$ cat config.mk
export PLATFORM = sky130hd
export DESIGN_NAME = bram_bank_reader
export DESIGN_NICKNAME = d
export VERILOG_FILES = /design/src/rtl/bram_bank_reader.sv
export SDC_FILE = /design/constraint.sdc
export NUM_CORES = 1
export LEC_CHECK = 0
export CAP_MARGIN = 25
export CELL_PAD_IN_SITES_DETAIL_PLACEMENT = 0
export CELL_PAD_IN_SITES_GLOBAL_PLACEMENT = 1
export CORE_MARGIN = 5
export CORE_UTILIZATION = 41
export CTS_CLUSTER_DIAMETER = 50
export DETAILED_ROUTE_END_ITERATION = 12
export GPL_ROUTABILITY_DRIVEN = 0
export GPL_TIMING_DRIVEN = 1
export PLACE_DENSITY = 0.76
export SKIP_CTS_REPAIR_TIMING = 1
export SLEW_MARGIN = 20
export SYNTH_ARGS = -nofsm -noshare
export SYNTH_HDL_FRONTEND = slang
export SYNTH_SLANG_ARGS = --single-unit
$ cat constraint.sdc
create_clock -name clk -period 4.7 [get_ports clk]
set_clock_uncertainty 0.05 [all_clocks]
set_input_delay 0.94 -clock clk [delete_from_list [all_inputs] [get_ports clk]]
set_output_delay 0.94 -clock clk [all_outputs]
set_load 0.01 [all_outputs]
$ cat src/rtl/bram_bank_reader.sv
// Sequential reader for the 3-lane coefficient bank, presented as a valid/ready stream with lane order restored.
// Latency: first word valid two edges after start is sampled, then 1 word/cycle; done one cycle after the last handshake.
// Backpressure: reads are issued only against free buffer credit, so a stalled stream holds 2 words and has none in flight.
module bbr_fifo #(
    parameter int WIDTH = 8,
    parameter int DEPTH = 2
) (
    input  logic                       clk,
    input  logic                       rst_n,
    input  logic                       push,
    input  logic [WIDTH-1:0]           push_dat,
    input  logic                       pop,
    output logic [WIDTH-1:0]           head_dat,
    output logic [$clog2(DEPTH+1)-1:0] occ
);
    localparam int PW = (DEPTH > 1) ? $clog2(DEPTH) : 1;
    localparam int CW = $clog2(DEPTH + 1);

    logic [WIDTH-1:0] mem [DEPTH];
    logic [PW-1:0]    wr_ptr;
    logic [PW-1:0]    rd_ptr;

    function automatic logic [PW-1:0] next_ptr(input logic [PW-1:0] p);
        return (p == PW'(DEPTH - 1)) ? '0 : p + PW'(1);
    endfunction

    always_ff @(posedge clk or negedge rst_n) begin
        if (!rst_n) begin
            wr_ptr <= '0;
            rd_ptr <= '0;
            occ    <= '0;
            for (int i = 0; i < DEPTH; i++) mem[i] <= '0;
        end else begin
            if (push) begin
                mem[wr_ptr] <= push_dat;
                wr_ptr      <= next_ptr(wr_ptr);
            end
            if (pop) rd_ptr <= next_ptr(rd_ptr);
            if (push && !pop)      occ <= occ + CW'(1);
            else if (pop && !push) occ <= occ - CW'(1);
        end
    end

    assign head_dat = mem[rd_ptr];
endmodule

module bram_bank_reader #(
    parameter int DATA_WIDTH = 54,
    parameter int ADDR_WIDTH = 10
) (
    input  logic                  clk,
    input  logic                  rst_n,
    input  logic                  start,
    input  logic [ADDR_WIDTH-1:0] base_addr,
    input  logic [ADDR_WIDTH:0]   length,
    output logic                  busy,
    output logic                  done,
    output logic [ADDR_WIDTH-1:0] bank_addr_read,
    input  logic [DATA_WIDTH-1:0] bank_data_out,
    output logic [DATA_WIDTH-1:0] m_data,
    output logic                  m_valid,
    input  logic                  m_ready,
    output logic                  m_last
);
    localparam int LANE = DATA_WIDTH / 3;
    localparam int RW   = ADDR_WIDTH + 1;

    typedef enum logic [1:0] {IDLE, READ, DRAIN, DONE} state_t;

    typedef struct packed {
        logic                  last;
        logic [DATA_WIDTH-1:0] dat;
    } entry_t;

    state_t                state;
    state_t                state_nxt;
    logic [ADDR_WIDTH-1:0] addr;
    logic [ADDR_WIDTH-1:0] addr_hold;
    logic [RW-1:0]         remaining;
    logic                  inflight;
    logic                  inflight_last;
    logic [1:0]            occ;
    logic [2:0]            credit_used;
    logic                  issue_en;
    logic                  final_issue;
    logic                  pop;
    entry_t                push_entry;
    entry_t                head_entry;

    // A word still in the bank pipeline already owns a buffer slot.
    assign pop            = m_valid && m_ready;
    assign credit_used    = 3'(occ) + 3'(inflight) - 3'(pop);
    assign issue_en       = (state == READ) && (remaining != '0) && (credit_used < 3'd2);
    assign final_issue    = issue_en && (remaining == RW'(1));
    assign bank_addr_read = issue_en ? addr : addr_hold;

    always_ff @(posedge clk or negedge rst_n) begin
        if (!rst_n) state <= IDLE;
        else        state <= state_nxt;
    end

    always_comb begin
        state_nxt = state;
        case (state)
            IDLE:    if (start) state_nxt = (length != '0) ? READ : DONE;
            READ:    if ((remaining == '0) || final_issue) state_nxt = DRAIN;
            DRAIN:   if (!inflight && ((occ == 2'd0) || ((occ == 2'd1) && pop))) state_nxt = DONE;
            DONE:    state_nxt = IDLE;
            default: state_nxt = IDLE;
        endcase
    end

    always_comb begin
        busy = (state != IDLE);
        done = (state == DONE);
    end

    always_ff @(posedge clk or negedge rst_n) begin
        if (!rst_n) begin
            addr          <= '0;
            addr_hold     <= '0;
            remaining     <= '0;
            inflight      <= 1'b0;
            inflight_last <= 1'b0;
        end else begin
            addr_hold     <= bank_addr_read;
            inflight      <= issue_en;
            inflight_last <= final_issue;
            if ((state == IDLE) && start) begin
                addr      <= base_addr;
                remaining <= length;
            end else if (issue_en) begin
                addr      <= addr + ADDR_WIDTH'(1);
                remaining <= remaining - RW'(1);
            end
        end
    end

    // The bank returns lane 0 in its top bits; swap so lane 0 lands at the bottom.
    always_comb begin
        push_entry      = '0;
        push_entry.last = inflight_last;
        push_entry.dat  = {bank_data_out[LANE-1:0],
                           bank_data_out[2*LANE-1:LANE],
                           bank_data_out[3*LANE-1:2*LANE]};
    end

    bbr_fifo #(
        .WIDTH ($bits(entry_t)),
        .DEPTH (2)
    ) u_buf (
        .clk      (clk),
        .rst_n    (rst_n),
        .push     (inflight),
        .push_dat (push_entry),
        .pop      (pop),
        .head_dat (head_entry),
        .occ      (occ)
    );

    assign m_valid = (occ != 2'd0);
    assign m_data  = head_entry.dat;
    assign m_last  = m_valid && head_entry.last;
endmodule

==> flow_summary.rst <==
.. list-table::
   :header-rows: 1

   * - Metric
     - Value
   * - Outcome
     - finished clean
   * - Simple-gate portion of the synthesized area
     - 7.01%
   * - Highest net fanout along the worst path
     - 11
   * - Hold violation total from the final report
     - 0
   * - Max VDD drop
     - 0.000334 V
   * - Number of flops mapped to enable cells by yosys
     - 0
   * - Power density relative to cell area
     - 725 nW/um^2
   * - Max-Cap Viols
     - 0
   * - Setup CP Type
     - in2out
   * - Crit-path max cell delay
     - 520 ps
   * - Launch instance of the worst register-to-register path
     - u_buf.occ[1]
   * - Cell with the most instances on the worst path
     - nand2_1
   * - Slowest library cell on the worst path
     - fa_1
   * - Final HPWL from detailed placement
     - 11.3 mm
   * - WL/cell
     - 17.9 um
   * - Crit path DAT
     - 3430 ps
   * - Post-synthesis cell count
     - 529
   * - RSZ-0062 raised after global routing
     - no
   * - Area delta synth->final
     - 33.8%
   * - Count of cell types in the netlist
     - 46
   * - Number of warnings issued by yosys
     - 0
   * - Setup tns final
     - 0 ps
   * - Area share of fa/ha/maj cells after synthesis
     - 2.62%
   * - Final-layout fill cell count
     - 1377
   * - Number of slew-limit violations in the final report
     - 0
   * - Number of sinks driven by the clock tree
     - 149
   * - Required time of the critical path
     - 3710 ps
   * - Cell breakdown of the critical path
     - clkdlybuf4s50_1 -> nand2_1 -> inv_1 -> ha_1 -> nand2b_1 -> fa_1 -> nand2_1 -> nor2_4 -> nand2_4 -> inv_2 -> mux2_4 -> dlymetal6s2s_1
   * - Syn_area_per_cell
     - 13.2 um^2
   * - Hold Startpoint
     - addr_hold[3]
   * - Worst setup slack for register-to-register paths
     - 1110 ps
   * - Number of iterations in the first detailed-routing pass
     - 4
   * - Final worst-path cycle share
     - 94.1%
   * - Endpoint of the lowest-slack register-to-register path
     - addr[9]
   * - H-tree depth reported by CTS
     - 4
   * - Clock Root Buffer
     - clkbuf_16
   * - Ys flop type
     - dfrtp_1
   * - Post-synthesis compound-gate area fraction
     - 4.94%
   * - Number of top-level pins
     - 147
   * - Wire length of the first global-routing pass
     - 26.8 mm
   * - Clock latency on the worst-skew pair
     - 410 ps
   * - Yosys reg bits
     - 149
   * - Final Critical Period
     - 4420 ps
   * - Die Width
     - 140 um
   * - Depth of the most critical reg-to-reg path
     - 13
   * - Largest net degree at the start of global routing
     - 109
   * - Count of buffers inserted at the top-level ports
     - 146
   * - Fraction of final layout cells with drive strength greater than 1
     - 31.5%
   * - Proportion of synthesized flip-flops having asynchronous set or reset
     - 100%
   * - Count of nets left with antenna violations after detail routing
     - 0
   * - Number of remaining DRC errors
     - 0
   * - Sequential-to-total area share from yosys stat
     - 53.6%
   * - Parity-gate share of the synthesized area counting xor and xnor cells
     - 0.755%
   * - Placeable core region
     - 16600 um^2
   * - Antenna diodes
     - 0
   * - Number of buffers added by the clock tree synthesis step
     - 17
   * - Worst slew margin
     - 42.9%
   * - Worst slack, placed
     - -125 ps
   * - Die outline height
     - 140 um
   * - Worst hold endpoint
     - addr_hold[3]
   * - Nets in the synthesized netlist
     - 622
   * - Die Footprint
     - 19700 um^2
   * - Number of rows created at floorplan
     - 47
   * - Count of buffer and inverter cells on the critical path
     - 4
   * - Hold Path Class
     - reg2reg
   * - Overflow left after global routing
     - 0
   * - Final number of setup-violating endpoints
     - 0
   * - Initial cell density of the core
     - 41.8%
   * - Routed vias
     - 4756
   * - Total leakage power
     - 0.00391 uW
   * - NumNets Final
     - 776
   * - Instance count along the most critical hold path
     - 1
   * - Vias per inst
     - 5.22
   * - Combinational family with the most area after synthesis
     - multiplexers
   * - Clock transition at the registers of the reported paths
     - 60 ps
   * - Netlist area before placement
     - 6960 um^2
   * - TritonCTS clock tree
     - done
   * - Multiplexer fraction of the synthesized cell area
     - 28.5%
   * - Cell class contributing the biggest share of worst-path delay
     - buffers and inverters
   * - Bufs on Longest Clock Path
     - 2
   * - Endpoint kind of the worst setup timing path
     - output pin
   * - Nature of the critical path startpoint
     - input port
   * - Violation count after the first detailed-route iteration
     - 216
   * - Post-Route Utilization
     - 56.0%
   * - Maximum clock rate
     - 0.226 GHz
   * - Worst Tran Pin Value
     - 854 ps
   * - Post-route setup slack
     - 278 ps
   * - Number of antenna violations at the first check in global routing
     - 0
   * - Vias in the first global route
     - 5167
   * - Final wirelength
     - 16.3 mm
   * - Overall global routing resource usage
     - 16.9%
## cells in the final DEF (no fill, tap or decap), drive strengths merged, types with 3 or more instances in the layout
master,n
nand2,13
mux2,173
clkinv,3
or3,8
mux2i,3
dfrtp,149
dlymetal6s2s,10
nor3,3
nand3,8
or4,11
o31ai,11
buf,18
o311ai,4
or4b,3
clkdlybuf4s50,135
clkbuf,23
xor2,4
a31oi,18
inv,16
nor4,4
nor2,27
ha,13
o21ai,8
## logic make-up after synthesis
family | Yosys count
simple gates | 89
mux | 176
buf+inv | 45
xor+xnor | 6
fa+ha+maj | 14
compound gates | 50
flops | 149
## state kept, by name, indices dropped and copies added (netlist names)
| register | count |
|---|---|
| addr | 10 |
| addr_hold | 10 |
| inflight | 1 |
| inflight_last | 1 |
| remaining | 11 |
| state | 2 |
| u_buf.mem | 110 |
| u_buf.occ | 2 |
| u_buf.rd_ptr | 1 |
| u_buf.wr_ptr | 1 |
## worst reg2reg max path, stage by stage (launching register included)
cell and delay (ps):
dfrtp_1 490, inv_1 100, ha_1 220, inv_1 70, nand2_1 70, inv_1 80
ha_1 220, nand2b_1 150, fa_1 440, xor2_2 190, buf_4 150, or4b_1 630
or4_1 500, a31oi_1 170
## layer usage
metal / vias to the layer above / GRT usage (%) / share of wire (%)
li1: 2228 / - / -
met1: 2382 / 22.2 / 44
met2: 128 / 27.4 / 48
met3: 18 / 4.23 / 5.4
met4: 0 / 5.51 / 2.1
met5: - / 0 / 0
## cells in the mapped netlist, drive strengths merged (8+ instances only)
cell type | number | area [um^2]
a31oi | 18 | 113
clkbuf | 23 | 86.3
dfrtp | 149 | 3730
ha | 13 | 163
inv | 16 | 60.1
mux2 | 173 | 1950
nand2 | 13 | 56.3
nand3 | 8 | 40.0
nor2 | 27 | 101
o21ai | 8 | 40.0
o31ai | 11 | 82.6
or3 | 8 | 50.1
or4 | 11 | 86.3
## power breakdown
group	internal, uW	switching [uW]	leakage [uW]	total (uW)
combinational	1880	1270	0.00188	3150
sequential	1920	412	0.00176	2340
clock	793	483	0.000268	1280
total	4590	2160	0.00391	6760
## final cells by class
cell class                      count  area, um^2  share of cell area (%)
Tap cell                          220         275                    2.95
Clock buffer                       22         464                    4.98
Sequential cell                   149        3730                    40.0
Multi-Input combinational cell    335        3080                    33.1
Timing Repair Buffer              164        1630                    17.4
Clock inverter                      5        78.8                   0.846
Inverter                           16        60.1                   0.645
## how the worst max path moves through the flow
stage	start	endpoint	slack, ps	depth (start not counted)
2_1_floorplan	m_ready	bank_addr_read[0]	790	10
3_3_place_gp	m_ready	bank_addr_read[9]	-80	12
3_5_place_dp	m_ready	bank_addr_read[9]	-130	12
4_1_cts	m_ready	bank_addr_read[9]	-140	12
5_1_grt	m_ready	bank_addr_read[9]	120	12
6_report	m_ready	bank_addr_read[9]	280	12
## through the flow
stage                     hold WS [ps]  total power (uW)  instances  instance area (um^2)
after detailed placement           427              5530        884                  8730
final                              435              6760        911                  9320
after CTS                          441              6850        911                  9270
after floorplan                    411              4050        529                  6960
after global placement             420              5420        884                  8730
after global routing               442              7200        911                  9320
(Power assumes the default switching activity.)
